==> src/rtl/pipelined_add_sub_unit_if.sv <==
// Operand/result handshake bundle for the pipelined add/sub unit.
// master drives operands and out_ready; slave is the arithmetic unit.
interface pipelined_add_sub_unit_if #(
  parameter int WIDTH = 32
);
  logic             in_valid;
  logic             in_ready;
  logic [WIDTH-1:0] a;
  logic [WIDTH-1:0] b;
  logic             carry_in;
  logic             op;
  logic             out_valid;
  logic             out_ready;
  logic [WIDTH-1:0] sum;
  logic             carry_out;
  logic             overflow;
  logic             zero;
  logic             negative;

  modport master (
    output in_valid, a, b, carry_in, op, out_ready,
    input  in_ready, out_valid, sum, carry_out,
    input  overflow, zero, negative
  );

  modport slave (
    input  in_valid, a, b, carry_in, op, out_ready,
    output in_ready, out_valid, sum, carry_out,
    output overflow, zero, negative
  );
endinterface

==> src/rtl/pipelined_add_sub_unit.sv <==
// Slice-per-stage pipelined adder/subtractor with registered carries,
// ALU flags and a stall-the-whole-pipe valid/ready handshake.
module pipelined_add_sub_unit #(
  parameter int WIDTH  = 32,
  parameter int STAGES = 4
) (
  input logic                   clk,
  input logic                   rst_n,
  pipelined_add_sub_unit_if.slave io
);
  localparam int SW = WIDTH / STAGES;

  typedef struct packed {
    logic             v;
    logic             c;
    logic [WIDTH-1:0] r;
    logic [WIDTH-1:0] a;
    logic [WIDTH-1:0] b;
  } stage_t;

  stage_t pipe [STAGES];
  logic   adv;
  logic   ov_q;
  logic   z_q;
  logic   n_q;

  assign adv         = !pipe[STAGES-1].v || io.out_ready;
  assign io.in_ready = adv;

  for (genvar k = 0; k < STAGES; k++) begin : g_stage
    stage_t              s_in;
    logic [SW:0]         slice;
    logic [WIDTH+SW-1:0] r_cat;
    logic [WIDTH+SW-1:0] a_cat;
    logic [WIDTH+SW-1:0] b_cat;

    if (k == 0) begin : g_head
      assign s_in = '{
        v: io.in_valid,
        c: io.carry_in,
        r: '0,
        a: io.a,
        b: io.op ? ~io.b : io.b
      };
    end else begin : g_body
      assign s_in = pipe[k-1];
    end

    assign slice = {1'b0, s_in.a[SW-1:0]}
                 + {1'b0, s_in.b[SW-1:0]}
                 + {{SW{1'b0}}, s_in.c};

    // new slice enters at the top; after STAGES shifts slice 0 sits at bit 0
    assign r_cat = {slice[SW-1:0], s_in.r};
    assign a_cat = {{SW{1'b0}}, s_in.a};
    assign b_cat = {{SW{1'b0}}, s_in.b};

    always_ff @(posedge clk or negedge rst_n) begin
      if (!rst_n) begin
        pipe[k] <= '0;
      end else if (adv) begin
        pipe[k].v <= s_in.v;
        pipe[k].c <= slice[SW];
        pipe[k].r <= r_cat[WIDTH+SW-1:SW];
        pipe[k].a <= a_cat[WIDTH+SW-1:SW];
        pipe[k].b <= b_cat[WIDTH+SW-1:SW];
      end
    end

    if (k == STAGES - 1) begin : g_flags
      always_ff @(posedge clk or negedge rst_n) begin
        if (!rst_n) begin
          ov_q <= 1'b0;
          z_q  <= 1'b0;
          n_q  <= 1'b0;
        end else if (adv) begin
          ov_q <= (s_in.a[SW-1] == s_in.b[SW-1])
               && (slice[SW-1] != s_in.a[SW-1]);
          z_q  <= (r_cat[WIDTH+SW-1:SW] == '0);
          n_q  <= slice[SW-1];
        end
      end
    end
  end

  assign io.out_valid = pipe[STAGES-1].v;
  assign io.sum       = pipe[STAGES-1].r;
  assign io.carry_out = pipe[STAGES-1].c;
  assign io.overflow  = ov_q;
  assign io.zero      = z_q;
  assign io.negative  = n_q;
endmodule

==> src/flat_wrapper.sv <==
// flat-port wrapper written by rule: the top's interface ports become plain ports
module pipelined_add_sub_unit_flat 
#(
  parameter int WIDTH  = 32,
  parameter int STAGES = 4
)
  (clk, rst_n, io_in_valid, io_a, io_b, io_carry_in, io_op, io_out_ready, io_in_ready, io_out_valid, io_sum, io_carry_out, io_overflow, io_zero, io_negative);
  pipelined_add_sub_unit_if #(.WIDTH(WIDTH)) io_i ();
  input logic clk;
  input logic rst_n;
  input wire logic [$bits(io_i.in_valid)-1:0] io_in_valid;
  input wire logic [$bits(io_i.a)-1:0] io_a;
  input wire logic [$bits(io_i.b)-1:0] io_b;
  input wire logic [$bits(io_i.carry_in)-1:0] io_carry_in;
  input wire logic [$bits(io_i.op)-1:0] io_op;
  input wire logic [$bits(io_i.out_ready)-1:0] io_out_ready;
  output wire logic [$bits(io_i.in_ready)-1:0] io_in_ready;
  output wire logic [$bits(io_i.out_valid)-1:0] io_out_valid;
  output wire logic [$bits(io_i.sum)-1:0] io_sum;
  output wire logic [$bits(io_i.carry_out)-1:0] io_carry_out;
  output wire logic [$bits(io_i.overflow)-1:0] io_overflow;
  output wire logic [$bits(io_i.zero)-1:0] io_zero;
  output wire logic [$bits(io_i.negative)-1:0] io_negative;
  assign io_i.in_valid = io_in_valid;
  assign io_i.a = io_a;
  assign io_i.b = io_b;
  assign io_i.carry_in = io_carry_in;
  assign io_i.op = io_op;
  assign io_i.out_ready = io_out_ready;
  assign io_in_ready = io_i.in_ready;
  assign io_out_valid = io_i.out_valid;
  assign io_sum = io_i.sum;
  assign io_carry_out = io_i.carry_out;
  assign io_overflow = io_i.overflow;
  assign io_zero = io_i.zero;
  assign io_negative = io_i.negative;
  pipelined_add_sub_unit #(.WIDTH(WIDTH), .STAGES(STAGES)) u_core (.clk(clk), .rst_n(rst_n), .io(io_i));
endmodule
==> config.mk <==
export PLATFORM = sky130hd
export DESIGN_NAME = pipelined_add_sub_unit_flat
export DESIGN_NICKNAME = d
export VERILOG_FILES = /design/src/rtl/pipelined_add_sub_unit_if.sv /design/src/rtl/pipelined_add_sub_unit.sv /design/src/flat_wrapper.sv
export SDC_FILE = /design/constraint.sdc
export NUM_CORES = 1
export LEC_CHECK = 0
export ABC_AREA = 1
export CAP_MARGIN = 20
export CORE_ASPECT_RATIO = 1.1
export CORE_MARGIN = 3
export CORE_UTILIZATION = 32
export CTS_BUF_LIST = sky130_fd_sc_hd__clkbuf_8 sky130_fd_sc_hd__clkbuf_16
export DETAILED_ROUTE_END_ITERATION = 12
export GPL_TIMING_DRIVEN = 0
export SLEW_MARGIN = 20
export SYNTH_ARGS = -nofsm -noshare
export SYNTH_HDL_FRONTEND = slang
export SYNTH_SLANG_ARGS = --single-unit
==> constraint.sdc <==
create_clock -name clk -period 3.55 [get_ports clk]
set_input_delay 0.8875 -clock clk [delete_from_list [all_inputs] [get_ports clk]]
set_output_delay 0.8875 -clock clk [all_outputs]
set_load 0.05 [all_outputs]
* After elaboration in Yosys (flattened, before gate mapping) *
Index checks and enable logic that the tools add are counted.
W data, S select, Z words.

storage, ports and cells
  bits of input ports = 70
  output and inout port bits = 38
  word-level logic and storage cells = 37
  bits in registers = 187

cells by class
  muxes and demuxes = 1
  reduce and logical (&&, ||, !) cells = 4
  add/subtract/negate cells = 8
  equal/unequal tests = 2
  bitwise operators = 1

operators by type and width
  operator             count
  $add A8 B8 Y9        4
  $add A9 B1 Y9        4
  $logic_not A32 Y1    1
  $mux W32             1
  $not A32 Y32         1
  $eq A1 B1 Y1         1
  $logic_and A1 B1 Y1  1
  $logic_not A1 Y1     1
  $logic_or A1 B1 Y1   1
  $ne A1 B1 Y1         1

* Longest topological paths before layout *
  depth after elaboration = 4
  depth in mapped cells = 12
  gate-level depth less buffers = 12

* Least setup slack after synthesis *
No wires, ideal clock.

  path type = input -> register
  start = input port io_op
  end = register u_core.pipe, in the netlist u_core.g_stage[1].s_in[96]
  arrival time = 2.455 ns
  setup slack = 0.974 ns
  library setup time = 0.121 ns
  stages on the path = 12
  required time = 3.429 ns
  buffers on the path = 2
  cells stage by stage = buf_2 -> buf_2 -> xnor2_1 -> fa_1 -> inv_1 -> fa_1 -> nand3_1 -> nand3_1 -> nand4_1 -> nand3_1 -> nand2_1 -> o21ai_1

on the way
  longest elaborated chain between the ends = 3

ends and longest elaborated chain
  item             RTL line                      RTL
  start, declared  flat_wrapper.sv:15            input wire logic [$bits(io_i.op)-1:0] io_op;
  $mux W32         pipelined_add_sub_unit.sv:43  b: io.op ? ~io.b : io.b
  $add A8 B8 Y9    pipelined_add_sub_unit.sv:50  + {1'b0, s_in.b[SW-1:0]}
  $add A9 B1 Y9    pipelined_add_sub_unit.sv:51  + {{SW{1'b0}}, s_in.c};
  end, declared    pipelined_add_sub_unit.sv:21  stage_t pipe [STAGES];

Every way passes these cells.
A chain may end at the register's enable or synchronous reset.

* Final worst setup path *
  start = input port io_out_ready
  end = output port io_in_ready

on the way
  longest elaborated chain between the ends = 1

ends and longest elaborated chain
  item                RTL line                      RTL
  start, declared     flat_wrapper.sv:16            input wire logic [$bits(io_i.out_ready)-1:0] io_out_ready;
  $logic_or A1 B1 Y1  pipelined_add_sub_unit.sv:27  assign adv = !pipe[STAGES-1].v || io.out_ready;
  end, declared       flat_wrapper.sv:17            output wire logic [$bits(io_i.in_ready)-1:0] io_in_ready;

Every way passes these cells.

==> out/results.ini <==
[run_status]
status = complete, no violations

[critical_path]
cp-endpoint = io_in_ready
endpoint_kind = output port
r2r_cells = 9
cp_cell_sequence = clkdlybuf4s50_1, or2_1, buf_2, buf_6, buf_2, dlygate4sd2_1
cp.arrival_ns = 2.56
worst_path_max_delay_cell = dlygate4sd2_1
r2r_end = u_core.io.zero
startpoint_type = input pin
r2r_start = u_core.g_stage[3].b_cat[0]
crit_required_ns = 2.66
path_common_cell = buf_2
criticalPathCategory = in -> out
crit_start = io_out_ready
reg2reg_slack_ns = 1.42
max_stage_delay_ns = 0.56
cp_max_fo = 10

[synthesis]
synth_edf_count = 0
netlist_area_um2 = 8864
syn-mean-instance-area_um2 = 8.681
netlist.area_leader.share = 0.5251
syn-num-nets = 1127
synth_common_cells = nand2_1 (482), dfrtp_1 (186), inv_1 (52), o21ai_1 (31), xnor2_1 (31)
yosysSeqAreaShare = 0.5251
synth.most_common_cell = nand2_1
synth.area.top_cells = dfrtp_1 (53%), nand2_1 (20%), ha_1 (4.0%), xnor2_1 (3.1%), buf_6 (2.3%)
synth_cells = 1021
synth_ff_type = dfrtp_1
ys_seq_elements = 186
synth_warnings = 0
async_reset_ff_frac = 1.000
ys_types = 32
yosys.area.top_type = dfrtp_1

[placement]
place.gp.congestion = 0.8132
dp_hpwl_um = 15960
post_dp_cell_area_um2 = 10430
io_buffers = 106

[floorplan]
ios = 108
rows = 63
dieArea_um2 = 29730
coreArea_um2 = 27120
die_x_um = 164.7
start_util = 0.3269
die_h_um = 180.6

[grt]
antenna_found_initial = 0
track_usage = 0.1463
grt_pass1_vias = 6655
overflow = 0
grt_pass1_wl_um = 34490
grt_max_degree = 84

[clock_tree]
clock_sinks = 186
cts_tree = done
postCtsSetupBuffers = 0
clockBufferDepth = 2
cts.repair.resized = 1
clk_pin_slew_worst_paths_ns = 0.07
htree_levels = 4
cts_buffers = 17
cts-root-buf = clkbuf_16
ctsHoldBuffers = 0
insertion_delay_ns = 0.43

[drt]
wl_per_cell_um = 13.80
route.met2.wl_um = 10150
wirelength_um = 20940
antenna_left = 0
vias = 6799
drc = 0
dr.max_layer_used = met4
first_pass_iters = 4
viasPerCell = 4.482
met1_length_um = 9637
drt-initial-drc-count = 391
routed-wl-met3_um = 924

[final_layout]
drive_above_1_share = 0.08793
final_area_um2 = 10990
fill_cells = 2764
fin_nets = 1254
diodes = 0
area_growth_pct = 23.98

[timing]
min_period_ns = 3.452
hold_viol_final = 0
tightest_slew_ns = 0.5381
finalCritPeriodShare = 0.9725
setup_tns_ns = 0
clock_skew_ns = 0.01203
drv_slew = 0
rsz0062_at_grt = no
setup_viol = 0
fmax_mhz = 289.6
relSlewSlack = 0.6401

[pwr]
comb_power_share = 0.456
power_frac_seq = 0.363
ir_drop_mv = 0.5219
total_leakage_power_nw = 5.468
intPower_w = 0.005747
p_sw_frac = 0.4283
power_frac_clock = 0.181
power.total_w = 0.01005
powerDensity_nw_per_um2 = 914.9
p_sw_w = 0.004306

[min_path]
min_path_type = in -> async

[job]
max_cap_violations = 0

-- final cells by class --
cell class | count | area [µm²] | share of cell area
plain buffers | 46 | 360.3 | 0.03279
clock buffers | 18 | 439.2 | 0.03996
clock inverters | 13 | 120.1 | 0.01093
inverters | 53 | 203.9 | 0.01856
multi-input cells | 736 | 3645 | 0.3317
flip-flops and latches | 186 | 4654 | 0.4235
well taps | 357 | 446.7 | 0.04065
repair buffers | 108 | 1120 | 0.1019
-- sequential cells by signal (all words and copies together) (netlist names) --
name / count
u_core.io.zero: 1
u_core.g_stage.s_in: 6
u_core.io.overflow: 1
u_core.g_stage.a_cat: 48
u_core.g_stage.r_cat: 48
u_core.g_stage.b_cat: 48
u_core.io.sum: 32
u_core.io.out_valid: 1
u_core.io.carry_out: 1
-- worst min-delay path by stage --
stage	end	slack (ns)	depth (start not counted)
global placement	u_core.g_stage[2].r_cat[21]	0.45	2
floorplan	u_core.io.out_valid	0.42	2
CTS	u_core.g_stage[2].a_cat[5]	0.33	1
detailed placement	u_core.io.sum[17]	0.46	2
finish	u_core.io.sum[25]	0.33	1
global route	u_core.io.sum[25]	0.34	1
-- logic make-up after synthesis --
| kind of cell | Yosys count | synth area share |
|---|---|---|
| compound gates | 93 | 0.05985 |
| xor+xnor | 45 | 0.04447 |
| fa+ha+maj | 36 | 0.05759 |
| buf+inv | 99 | 0.06366 |
| flops | 186 | 0.5251 |
| simple gates | 562 | 0.2493 |
-- placed cells by master, fill, tap and decap left out, drive strengths merged, types with 2 or more instances in the layout --
master / n
nand3: 22
o21ai: 61
nor2: 30
nand3b: 3
buf: 48
fa: 8
dfrtp: 186
clkbuf: 19
o21bai: 3
xor2: 14
or2: 2
a31oi: 4
nand2: 492
ha: 28
clkinv: 3
a21oi: 20
clkdlybuf4s50: 104
inv: 57
clkinvlp: 5
nand4: 12
xnor2: 31
-- worst max-delay path, delay by kind of cell --
family	cells	cell delay, ns
buffers and inverters	5	1.59
AND/OR/NAND/NOR	1	0.09
-- through the flow --
stage	utilization	setup WS, ns	hold slack (ns)	cells
floorplan	-	0.9736	0.4227	1021
global placement	0.3825	-6.236	0.4546	1484
detailed placement	0.3847	-0.1923	0.4591	1486
CTS	0.4053	0.08345	0.3316	1517
global route	0.4053	0.02285	0.3428	1517
finish	0.4053	0.09752	0.3345	1517
-- per-layer routing --
metal | GRT usage | up-vias
li1 | - | 3453
met1 | 0.1974 | 3205
met2 | 0.2418 | 125
met3 | 0.02874 | 16
met4 | 0.03557 | 0
met5 | 0 | -
-- power by group through the flow --
stage               combinational, W  sequential [W]  clock [W]
floorplan                    0.00263         0.00419          0
global route                 0.00515         0.00377    0.00195
CTS                          0.00464         0.00365    0.00186
detailed placement           0.00462         0.00368          0
global placement             0.00454         0.00367          0
finish                       0.00459         0.00364    0.00182
No activity file was read; power rests on OpenSTA's default activity.
